==> src/rtl/auction_pkg.sv <==
// Shared types and helpers for the streaming sealed-bid auction engine.
package auction_pkg;

    // FSM state encoding for auction_stream.
    typedef enum logic [1:0] {
        StIdle    = 2'd0,
        StCollect = 2'd1,
        StDone    = 2'd2
    } auction_state_e;

    // Number of bidders for a given log2 bidder count.
    function automatic int unsigned num_bidders(input int unsigned n);
        return 32'd1 << n;
    endfunction

endpackage

==> src/rtl/auction_update.sv <==
// Combinational compare/update step of the running auction maximum.
// Optional macro: AUCTION_SECOND_PRICE_EN adds second-highest tracking.
module auction_update
    import auction_pkg::*;
#(
    parameter int unsigned N = 2,
    parameter int unsigned W = 2
) (
    input  logic [W-1:0] bid,
    input  logic [N-1:0] cnt,
    input  logic [W-1:0] best,
`ifdef AUCTION_SECOND_PRICE_EN
    input  logic [W-1:0] second,
    output logic [W-1:0] second_next,
`endif
    input  logic [N-1:0] best_id,
    output logic [W-1:0] best_next,
    output logic [N-1:0] best_id_next
);

    // Strict compare: a tying bid never displaces the lower-index leader.
    always_comb begin
        best_next    = best;
        best_id_next = best_id;
`ifdef AUCTION_SECOND_PRICE_EN
        second_next  = second;
`endif
        if (bid > best) begin
            best_next    = bid;
            best_id_next = cnt;
`ifdef AUCTION_SECOND_PRICE_EN
            second_next  = best;
        end else if (bid > second) begin
            // A tie with the leader lands here and lifts second to the top value.
            second_next  = bid;
`endif
        end
    end

endmodule

==> src/rtl/auction_stream.sv <==
// Sequential sealed-bid auction: one bid per cycle from 2**N bidders in
// index order, result returned over a valid/ready handshake.
// Optional macro: AUCTION_SECOND_PRICE_EN selects second-price settlement;
// without it the price equals the winning bid.
module auction_stream
    import auction_pkg::*;
#(
    parameter int unsigned N = 2,
    parameter int unsigned W = 2
) (
    input  logic         clk,
    input  logic         rst,
    input  logic         start,
    output logic         busy,
    input  logic         bid_valid,
    output logic         bid_ready,
    input  logic [W-1:0] bid,
    output logic         res_valid,
    input  logic         res_ready,
    output logic [N-1:0] winner,
    output logic [W-1:0] winning_bid,
    output logic [W-1:0] price
);

    // One extra counter bit so the terminator never relies on wrap-around.
    localparam int unsigned CntW = N + 1;
    localparam logic [CntW-1:0] LastCnt = CntW'(num_bidders(N) - 1);

    auction_state_e state_q;
    logic [CntW-1:0] cnt_q;
    logic [W-1:0]    best_q;
    logic [N-1:0]    best_id_q;
    logic [W-1:0]    best_next;
    logic [N-1:0]    best_id_next;
    logic            busy_q;
    logic            bid_ready_q;
    logic            res_valid_q;

`ifdef AUCTION_SECOND_PRICE_EN
    logic [W-1:0]    second_q;
    logic [W-1:0]    second_next;
`endif

    auction_update #(
        .N (N),
        .W (W)
    ) u_update (
        .bid          (bid),
        .cnt          (cnt_q[N-1:0]),
        .best         (best_q),
`ifdef AUCTION_SECOND_PRICE_EN
        .second       (second_q),
        .second_next  (second_next),
`endif
        .best_id      (best_id_q),
        .best_next    (best_next),
        .best_id_next (best_id_next)
    );

    // FSM, running maximum and registered handshake outputs.
    always_ff @(posedge clk) begin
        if (rst) begin
            state_q     <= StIdle;
            cnt_q       <= '0;
            best_q      <= '0;
            best_id_q   <= '0;
`ifdef AUCTION_SECOND_PRICE_EN
            second_q    <= '0;
`endif
            busy_q      <= 1'b0;
            bid_ready_q <= 1'b0;
            res_valid_q <= 1'b0;
        end else begin
            unique case (state_q)
                StIdle: begin
                    if (start) begin
                        state_q     <= StCollect;
                        cnt_q       <= '0;
                        best_q      <= '0;
                        best_id_q   <= '0;
`ifdef AUCTION_SECOND_PRICE_EN
                        second_q    <= '0;
`endif
                        busy_q      <= 1'b1;
                        bid_ready_q <= 1'b1;
                    end
                end
                StCollect: begin
                    if (bid_valid) begin
                        best_q    <= best_next;
                        best_id_q <= best_id_next;
`ifdef AUCTION_SECOND_PRICE_EN
                        second_q  <= second_next;
`endif
                        cnt_q     <= cnt_q + CntW'(1);
                        if (cnt_q == LastCnt) begin
                            state_q     <= StDone;
                            bid_ready_q <= 1'b0;
                            res_valid_q <= 1'b1;
                        end
                    end
                end
                StDone: begin
                    if (res_ready) begin
                        state_q     <= StIdle;
                        busy_q      <= 1'b0;
                        res_valid_q <= 1'b0;
                    end
                end
                default: begin
                    state_q     <= StIdle;
                    busy_q      <= 1'b0;
                    bid_ready_q <= 1'b0;
                    res_valid_q <= 1'b0;
                end
            endcase
        end
    end

    assign busy        = busy_q;
    assign bid_ready   = bid_ready_q;
    assign res_valid   = res_valid_q;
    assign winner      = best_id_q;
    assign winning_bid = best_q;
`ifdef AUCTION_SECOND_PRICE_EN
    assign price       = second_q;
`else
    assign price       = best_q;
`endif

endmodule

==> config.mk <==
export PLATFORM = sky130hd
export DESIGN_NAME = auction_stream
export DESIGN_NICKNAME = d
export VERILOG_FILES = /design/src/rtl/auction_pkg.sv /design/src/rtl/auction_update.sv /design/src/rtl/auction_stream.sv
export SDC_FILE = /design/constraint.sdc
export NUM_CORES = 1
export LEC_CHECK = 0
export CORE_ASPECT_RATIO = 1.25
export CORE_MARGIN = 3
export CORE_UTILIZATION = 30
export DETAILED_ROUTE_END_ITERATION = 8
export SLEW_MARGIN = 20
export SYNTH_ARGS = -nofsm -noshare
export SYNTH_HDL_FRONTEND = slang
export SYNTH_SLANG_ARGS = --single-unit
export TNS_END_PERCENT = 5
==> constraint.sdc <==
create_clock -name clk -period 4 [get_ports clk]
set_input_delay 0.8 -clock clk [delete_from_list [all_inputs] [get_ports clk]]
set_output_delay 0.8 -clock clk [all_outputs]
set_load 0.1 [all_outputs]
---- Yosys cells after proc, flatten, opt, wreduce, memory -nomap -nowiden ----
Index checks and enable logic that the tools add are counted.
storage, ports and cells
  register bits ........................... 12
  bits of input ports ..................... 7
  output and inout bits ................... 9
  logic and storage cells ................. 52
cells by class
  add/sub/neg operators ................... 1
  order comparisons ....................... 1
  equal/unequal tests ..................... 8
  muxes and demuxes ....................... 24
  bitwise logic cells ..................... 3
  reductions and logical operators ........ 8
operator list
  kind                 number
  $mux 2               9
  $reduce_and 4->1     4
  $pmux 1 s3           3
  $ne 2x2->1 const B   4
  $pmux 2 s2           2
  $mux 1               6
  $mux 3               2
  $pmux 2 s3           1
  $pmux 3 s2           1
  $reduce_and 3->1     2
  $add 3x1->3 const B  1
  $eq 3x2->1 const B   1
  $not 1->1            3
  $eq 2x1->1 const B   1
  $eq 2x2->1 const B   1
  $gt 2x2->1           1
  $logic_not 2->1      1
  $ne 2x1->1 const B   1
  $reduce_bool 2->1    1

---- Logic depth before layout (Yosys ltp) ----
  depth after elaboration ................. 4
  gate-level depth with buffers ........... 6
  depth with buffers taken out ............ 6

---- Hierarchy ----
From an unflattened synthesis, not the netlist that was laid out.
unflattened totals
  cells, all modules ...................... 66
  area, all modules ....................... 643.1 µm²
by module, submodules not included
  module          instances  cells each  area an instance (µm²)  seq. area each (µm²)
  auction_stream  1          53          538.0                   240.2
  auction_update  1          13          105.1                   0.0

---- Worst setup path before layout ----
Ideal clock, no wire load.
  path type ............................... register to register
  start ................................... register best_q[1] (netlist: price[1])
  end ..................................... register best_q[0] (netlist: price[0])
  setup time .............................. 0.117 ns
  data arrival time ....................... 2.180 ns
  data required time ...................... 3.883 ns
  setup slack ............................. 1.703 ns
  cell stages (with the launch flop) ...... 7
  buffers on the path ..................... 0
  clock period less this slack ............ 2.297 ns
  cell sequence ........................... dfxtp_1 > inv_1 > ha_1 > nor2b_1 > a2bb2oi_4 > o21bai_1 > a32o_1
between the ends
  cells in the longest elaborated chain, start to end .. 3
RTL lines
  item                               RTL line              RTL
  start, declared                    auction_stream.sv:31  logic [W-1:0] best_q;
  start signal, assigned             auction_stream.sv:90  best_q <= best_next;
  $gt 2x2->1                         auction_update.sv:28  if (bid > best) begin
  $ne 2x1->1 (no source line)        n/a
  $reduce_and 4->1 (no source line)  n/a
No other way between the ends.
A chain may end at the register's enable or synchronous reset.

---- Final worst setup path ----
  start ................................... register best_q[1] (netlist: price[1])
  end ..................................... output port winning_bid[1]
RTL lines
  item           RTL line              RTL
  end, declared  auction_stream.sv:21  output logic [W-1:0] winning_bid,
No word-level cell between the ends.

==> summary.md <==
| Metric | Value |
|---|---|
| Status | `finished, final reports clean` |
| Nets | `around 100` |
| Post-synthesis cell area | `663 µm²` |
| Largest net degree at the start of global routing | `11` |
| Crit path buffers/inverters | `1` |
| PortBufs | `15` |
| FMAX | `384 MHz` |
| Final core utilization | `around 40%` |
| Filler Cell Count | `214` |
| IO Count | `16` |
| Crit path required time | `~3.2 ns` |
| Clock Power Share | `between 20% and 30%` |
| Sw frac | `32.0%` |
| Critical Path Max Stage Delay | `1.15 ns` |
| DR iter-0 viols | `25` |
| Layout Skew | `0.000318 ns` |
| Cell count after synthesis | `76` |
| Reg2Reg Setup Slack | `2.32 ns` |
| Final Max Slew Viols | `0` |
| Layout cells sized above 1 | `5.62%` |
| Synthesized area per cell | `8.73 µm²` |
| Distinct cell type count after synthesis | `24` |
| Routability Congestion | `around 0.78` |
| Reg-to-Reg Start | `price[1]$_SDFFE_PP0P_` |
| Worst setup EP type | `output port` |
| CP startpoint | `price[1]$_SDFFE_PP0P_` |
| Post-Synth Adder-Cell Area | `7.55%` |
| Die area | `2810 µm²` |
| Worst Min Path Start | `cnt_q[1]$_SDFFE_PP0P_` |
| Static Leakage | `roughly 0.32 nW` |
| Sequential cell fraction of total power | `a little under half` |
| Total global-route track usage | `about 11%` |
| WL final | `1250 µm` |
| Yosys reg bits | `12` |
| Post-CTS setup buffers | `0` |
| Vias in the first global route | `496` |
| Die W | `48.1 µm` |
| Clock root cell | `clkbuf_4` |
| RSZ-0062 raised after global routing | `no` |
| Rows | `18` |
| Hold Vio Cnt, Final | `0` |
| Final period utilization | `roughly two thirds` |
| Routed wire per std cell | `between 10 and 15 µm` |
| Post-route minimum period | `2.60 ns` |
| Peak supply drop | `around 170 µV` |
| Cell Pwr Density | `328 nW/µm²` |
| Sw power | `0.0859 mW` |
| CTS clk-pin slew, worst paths | `0.07 ns` |
| Area Growth Syn to Fin | `23.6%` |
| MaxCap Viol Count | `0` |
| Drt first pass iters | `4` |
| Clock latency at the later pin of the worst-skew pair | `0.27 ns` |
| Critical path fanouts, max | `5` |
| # setup viols final | `0` |
| Startpoint Class | `flip-flop` |
| H-tree levels | `1` |
| Clk buf depth | `2` |
| CTS sink count | `12` |
| CP Class | `flip-flop to output port` |
| Logic gate share of total power | `25.1%` |
| Sequential cell area | `240 µm²` |
| Worst slew pin tran | `between 0.9 and 1 ns` |
| Hold buffer count at cts | `0` |
| Slowest CP cell | `clkdlybuf4s50_1` |
| Crit path arrival time | `around 1.8 ns` |
| CTS tree | `yes` |
| CP delay by family, top | `buffers and inverters` |
| Multiplexer area fraction after synthesis | `3.02%` |
| Initial core utilization | `32.7%` |
| Initial antenna violation count | `0` |
| Vias per cell | `5.39` |
| Worst hold-check path type | `flip-flop to flip-flop` |
| Routed Antenna Nets | `0` |
| Grt ovf | `0` |
| DIE HEIGHT | `58.6 µm` |
| First-pass GRT wire length | `2110 µm` |
| CTS Buf Count | `3` |
| Synth warn | `0` |
| Post-cts resize count | `0` |
| Power Internal | `0.183 mW` |
| Setup TNS | `0 ns` |
| Footprint of the multi-input gates | `~360 µm²` |
| Residual DRC count | `0` |
| N_diodes | `0` |
| Post-Syn Nets | `just under 90` |
| Core Region | `2030 µm²` |
| Vias post-DR | `587` |
| DP HPWL | `~930 µm` |
| Compound-Gate Fraction of Synth Area | `19.2%` |
| Synth Area in Simple Gates | `24.3%` |
| Register area share after synthesis | `36.2%` |
| Synth Area in XOR/XNOR | `0%` |
| Critical-path cell list | `clkdlybuf4s50_1` |
| Slew HR | `35.2%` |
| Main combinational cell family by area after synthesis | `simple AND/OR/NAND/NOR gates` |
[cell families after synthesis]
family	count (synthesis)
compound gates	16
flops	12
fa+ha+maj	4
simple gates	31
buf+inv	11
mux	2
[state kept, by name (all words and copies together), names as in the netlist]
name,count
busy,1
cnt_q,3
winner,2
state_q,2
res_valid,1
price,2
bid_ready,1
[worst paths after layout]
check | end | cells past startpoint
min | cnt_q[1]$_SDFFE_PP0P_ | 2
max | winning_bid[1] | 1
max reg2reg | price[0]$_SDFFE_PP0P_ | 6
min reg2reg | cnt_q[1]$_SDFFE_PP0P_ | 2
[cell type report]
cell class	count	area share (%)
multi-input combinational	53	43.8
sequential	12	29.3
timing repair buffer	15	18.3
tap	20	3.05
clock buffer	3	2.75
inverter	6	2.75
[Yosys cell counts]
master	n	area [µm²]
a211oi_1	1	7.51
a21o_1	2	15.0
a21oi_1	6	30.0
a2bb2oi_4	1	26.3
a32o_1	1	10.0
and3_1	1	6.26
buf_4	2	15.0
buf_6	2	22.5
clkbuf_1	1	3.75
dfxtp_1	12	240
ha_1	4	50.1
inv_1	6	22.5
mux2i_1	2	20.0
nand2_1	8	30.0
nand2b_1	2	12.5
nand2b_4	1	13.8
nand3_1	5	25.0
nand4_1	4	25.0
nor2_1	6	22.5
nor2b_1	3	18.8
o21ai_0	1	5.00
o21bai_1	1	7.51
o311ai_0	3	26.3
or2b_1	1	7.51
[metrics by stage]
| stage | std cells | hold slack (ns) | instance area (µm²) | power, mW | setup slack, ns |
|---|---|---|---|---|---|
| 2_1_floorplan | 76 | 0.449 | 663 | 0.185 | 1.70 |
| 3_3_place_gp | 106 | 0.466 | 797 | 0.198 | 1.52 |
| 3_5_place_dp | 106 | 0.473 | 797 | 0.199 | 1.50 |
| 4_1_cts | 109 | 0.484 | 820 | 0.275 | 1.37 |
| 5_1_grt | 109 | 0.516 | 820 | 0.286 | 1.30 |
| 6_report | 109 | 0.479 | 820 | 0.269 | 1.40 |
[power by group through the flow]
stage | Sequential [mW] | Clock, mW | Combinational [mW]
floorplan | 0.148 | 0 | 0.0375
global placement | 0.131 | 0 | 0.0673
detailed placement | 0.131 | 0 | 0.0677
CTS | 0.128 | 0.0787 | 0.0678
global route | 0.129 | 0.0843 | 0.0726
finish | 0.128 | 0.0731 | 0.0675
[layer usage]
layer | wire, µm | part of all wire (%) | GRT usage, %
met2 | 535 | 43 | 14.4
met4 | 22 | 1.8 | 8.08
met1 | 578 | 46 | 13.4
met3 | 117 | 9.3 | 4.28
met5 | 0 | 0 | 0
[placed cells by master (no fill, tap or decap)]
| master | netlist | routed |
|---|---|---|
| a211oi_1 | 1 | 1 |
| a21o_1 | 2 | 2 |
| a21oi_1 | 6 | 6 |
| a2bb2oi_4 | 1 | 1 |
| a32o_1 | 1 | 1 |
| and3_1 | 1 | 1 |
| clkbuf_4 | 0 | 3 |
| clkdlybuf4s50_1 | 0 | 15 |
| dfxtp_1 | 12 | 12 |
| ha_1 | 4 | 4 |
| inv_1 | 6 | 6 |
| mux2i_1 | 2 | 2 |
| nand2_1 | 8 | 8 |
| nand2b_1 | 2 | 2 |
| nand2b_4 | 1 | 1 |
| nand3_1 | 5 | 5 |
| nand4_1 | 4 | 4 |
| nor2_1 | 6 | 6 |
| nor2b_1 | 3 | 3 |
| o21ai_0 | 1 | 1 |
| o21bai_1 | 1 | 1 |
| o311ai_0 | 3 | 3 |
| or2b_1 | 1 | 1 |
Note: power is estimated with default switching activity, not from simulation.
==> RTL edit 1: new RTL, config.mk and constraints unchanged <==
Build with the macro `AUCTION_SECOND_PRICE_EN` defined.
--- a/src/rtl/auction_update.sv
+++ b/src/rtl/auction_update.sv
@@ -1,5 +1,7 @@
 // Combinational compare/update step of the running auction maximum.
 // Optional macro: AUCTION_SECOND_PRICE_EN adds second-highest tracking.
+`define AUCTION_SECOND_PRICE_EN
+
 module auction_update
     import auction_pkg::*;
 #(
Behaviour: not the same (Yosys sat finds a counterexample within 4 cycles, from zero or initial values and one cycle with rst high).
==> RTL edit 1 against the original RTL <==
- final area is 20% higher
- sequential share of layout area is 0.89 points lower
- worst hold slack worse by 0.026 ns
- synthesized area is 16% higher
- routed wire length is 27% higher
- count of clock-buffer cells in the layout is 1 higher
- non-clock buffer count stayed put
- sequential cell count is 2 higher
- critical path depth stayed put
- die area is 14% higher
- worst setup slack worse by 0.0066 ns
- total power is 27% higher
- largest power group unchanged
==> RTL edit 1: results (changes against the original RTL) <==
share of post-route cells with drive strength above 1 - 6.54% (+0.92 points)
CP max FO - 4 (-1)
total CTS buffers - 3 (unchanged)
RR Startpoint - winning_bid[1]
post-synthesis async set-or-reset flop share - 0% (unchanged)
R2R Path End - price[0]
Post-DP HPWL - 1230 um (+33%)
GR Util All Layers - 11.3% (+0.57 points)
final hold violation count - 0 (unchanged)
Iter 0 DRT Violations - 7 (-72%)
worst hold endpoint - cnt_q[2]
Setup Skew - 0.00463 ns (+0.00431 ns)
diode count - 0 (unchanged)
port buffer count - 15 (unchanged)
clk_lat worst skew - 0.28 ns
per-cell routed wire length - 11.5 um (+0.34%)
Hold Path Class - register to register
largest net degree at the start of global routing - 17 (+6)
placed instance area - 950 um2 (+19%)
RePlAce Congestion - 0.762 (-2.2%)
Root Buffer - clkbuf_4
Worst Reg-to-Reg Cells - 6 (unchanged)
top cells by area, synth - dfxtp_1, ha_1, a21oi_1
leak pwr - 0.363 nW (+14%)
commonest cells in the netlist - dfxtp_1, a21oi_1, nand2_1
CP arrival - 1.81 ns
Max-slew headroom - 35.3% (+0.063 points)
vias per inst - 4.91 (-8.8%)
sequential share of the synthesized area - 36.4% (+0.20 points)
fill count - 254 (+19%)
status - finished clean
vias in the first global route - 657 (+32%)
Nets - 122 (+20%)
initial antenna violation count - 0 (unchanged)
worst reg-to-reg setup slack - 2.33 ns
worst IR drop on VDD - 0.247 mV (+48%)
Synth cell types - 26 (+8.3%)
synth warn - 0 (unchanged)
Main synth FF type - dfxtp_1
critical path's top delay family - buffers and inverters
Most flops, register - cnt_q
worst hold path startpoint - cnt_q[2]
first-pass GRT wire length - 2820 um (+34%)
Setup Buffers After CTS - 0 (unchanged)
syn nets - 104 (+20%)
RTL edit 1: cell count changes after synthesis, moves of 2 or more:
cell | before | now
nand4b_1 | 0 | 4
nand4_1 | 4 | 0
nor2_1 | 6 | 4
buf_6 | 2 | 0
ha_1 | 4 | 7
dfxtp_1 | 12 | 14
buf_4 | 2 | 0
o311ai_0 | 3 | 0
nand3_1 | 5 | 2
o21ai_0 | 1 | 6
nand3b_1 | 0 | 3
a21oi_1 | 6 | 13
RTL edit 1: cells by family after synthesis:
| family | Yosys count | synth area share [%] |
|---|---|---|
| simple gates | 29 | 21.1 |
| compound gates | 28 | 23.4 |
| flops | 14 | 36.4 |
| buf+inv | 10 | 5.04 |
| fa+ha+maj | 7 | 11.4 |
| mux | 2 | 2.60 |
RTL edit 1: worst max-delay path by stage:
stage	start	end
6_report	winning_bid[1]	winning_bid[1]
5_1_grt	winning_bid[1]	winning_bid[1]
4_1_cts	winning_bid[1]	winning_bid[1]
3_5_place_dp	bid[1]	price[0]
3_3_place_gp	bid[1]	price[0]
2_1_floorplan	winning_bid[1]	price[0]
RTL edit 1: metrics by stage:
step	instances	power [mW]	setup slack [ns]	utilization, %	hold WS [ns]
2_1_floorplan	90	0.219	1.80	-	0.432
3_3_place_gp	134	0.241	1.49	40.8	0.444
3_5_place_dp	134	0.242	1.41	40.8	0.447
4_1_cts	138	0.345	1.37	42.3	0.461
5_1_grt	138	0.358	1.33	42.3	0.477
6_report	138	0.340	1.39	42.3	0.454
RTL edit 1: layout make-up:
class	instances	area, um2	area share (%)
multi-input combinational	66	450	45.7
sequential	14	280	28.4
timing repair buffer	15	150	15.2
tap	31	38.8	3.93
clock buffer	4	36.3	3.68
inverter	8	30.0	3.05
RTL edit 1: per-layer routing:
layer	part of all wire, %	up-vias	global-route usage (%)
li1	-	353	-
met1	46	304	13.9
met2	46	16	17.9
met3	5.4	5	2.15
met4	2.5	0	6.89
met5	0	-	0
RTL edit 1: report_power, final:
group | switching [mW] | total (mW) | internal (mW) | leakage, nW
logic | 0.0603 | 0.0886 | 0.0284 | 0.228
clock network | 0.0458 | 0.101 | 0.0555 | 0.0210
registers | 0.00531 | 0.150 | 0.145 | 0.114
==> RTL edit 2: new RTL, same settings <==
Without the edit above. Re-encode `auction_state_e` (3 states) as one-hot, 3 bits wide.
--- a/src/rtl/auction_pkg.sv
+++ b/src/rtl/auction_pkg.sv
@@ -2,10 +2,10 @@
 package auction_pkg;
 
     // FSM state encoding for auction_stream.
-    typedef enum logic [1:0] {
-        StIdle    = 2'd0,
-        StCollect = 2'd1,
-        StDone    = 2'd2
+    typedef enum logic [2:0] {
+        StIdle    = 3'b001,
+        StCollect = 3'b010,
+        StDone    = 3'b100
     } auction_state_e;
 
     // Number of bidders for a given log2 bidder count.
Behaviour: same outputs for any inputs over 10 cycles, from zero or initial values and one cycle with rst high; not proved beyond that.
==> RTL edit 2 against the original RTL <==
- total power rose by 7.1%
- critical path depth stayed put
- synthesized area is 4.0% higher
- critical endpoint is now winning_bid[0]
- worst setup slack worse by 0.024 ns
- sequential cell count is 1 higher
- largest power group unchanged
- routed wire length increased by 3.3%
- combinational power shrank 3.6%
- final area increased by 6.0%
==> RTL edit 2: results (changes against the original RTL) <==
Net Sw Power - 90.3 uW (+5.1%)
placed instance area - 842 um2 (+5.7%)
Die Area - 0.00291 mm2 (+3.5%)
Data buffer area share - 17.3% (-1.0 points)
largest net degree at the start of global routing - 13 (+2)
comb_multi_in - 54 (+1.9%)
Compound-Gate Fraction of Synth Area - 20.5% (+1.3 points)
clkbuf count - 4 (+1)
syn nets - 86 (-1.1%)
status - finished clean
pre-CTS setup slack - 1.67 ns (+0.168 ns)
Setup Skew - 0.00503 ns (+0.00471 ns)
vias in the first global route - 489 (-1.4%)
DR vias - 542 (-7.7%)
Hold Path Class - register to register
first-pass GRT wire length - 2220 um (+5.2%)
worst IR drop on VDD - 0.204 mV (+22%)
cts repair resizes - 0 (unchanged)
Non-CTS inverters - 3 (-3)
placed cell count - 115 (+8.5%)
area of the multi-input gates - 383 um2 (+6.6%)
sequential share of the synthesized area - 37.7% (+1.5 points)
vias per inst - 4.55 (-15%)
share of post-route cells with drive strength above 1 - 8.99% (+3.4 points)
total CTS buffers - 3 (unchanged)
Iter 0 DRT Violations - 7 (-72%)
Sink Count - 13 (+1)
clk tree area frac - 3.03% (+0.28 points)
CP max FO - 4 (-1)
mux share of post-synthesis cell area - 0% (-3.0 points)
Final Instance Area - 868 um2 (+6.0%)
Nets - 101 (-0.98%)
GR Util All Layers - 9.60% (-1.2 points)
Post-DP HPWL - 997 um (+7.6%)
diode count - 0 (unchanged)
CP arrival - 1.83 ns (+0.03 ns)
top cells by area, synth - dfxtp_1, ha_1, nand2b_1
WL final - 1300 um (+3.3%)
RePlAce Congestion - 0.765 (-1.8%)
Adder-Cell Fraction of Synth Area - 7.26% (-0.29 points)
flip-flop and latch area - 260 um2 (+8.3%)
Synth cell types - 29 (+21%)
Post-Syn Instances - 75 (-1.3%)
Max-slew headroom - 35.4% (+0.12 points)
clock-pin slew on the worst setup and hold paths - 0.09 ns (+0.02 ns)
fill count - 221 (+3.3%)
post-synthesis async set-or-reset flop share - 0% (unchanged)
commonest cells in the netlist - dfxtp_1, nor2_1, nand2b_1
leak pwr - 0.316 nW (-0.41%)
==> RTL edit 2: power by group through the flow <==
stage | Combinational (mW) | Clock [mW] | Sequential (mW)
2_1_floorplan | 0.0331 | 0 | 0.160
3_3_place_gp | 0.0650 | 0 | 0.144
3_5_place_dp | 0.0654 | 0 | 0.144
4_1_cts | 0.0656 | 0.0834 | 0.141
5_1_grt | 0.0698 | 0.0897 | 0.142
6_report | 0.0651 | 0.0820 | 0.141
==> RTL edit 2: final timing paths <==
check            start        endpoint  slack, ns  depth (start not counted)
max reg2reg   price[1]       winner[1]       2.55                          6
min          res_valid       res_valid       0.48                          2
max           price[0]  winning_bid[0]       1.37                          1
min reg2reg  res_valid       res_valid       0.48                          2
==> RTL edit 2: per-layer routing <==
metal	share of wire (%)	GRT usage, %	vias up
li1	-	-	288
met1	49	13.0	245
met2	46	14.8	7
met3	2.6	2.27	2
met4	1.3	3.66	0
met5	0	0	-
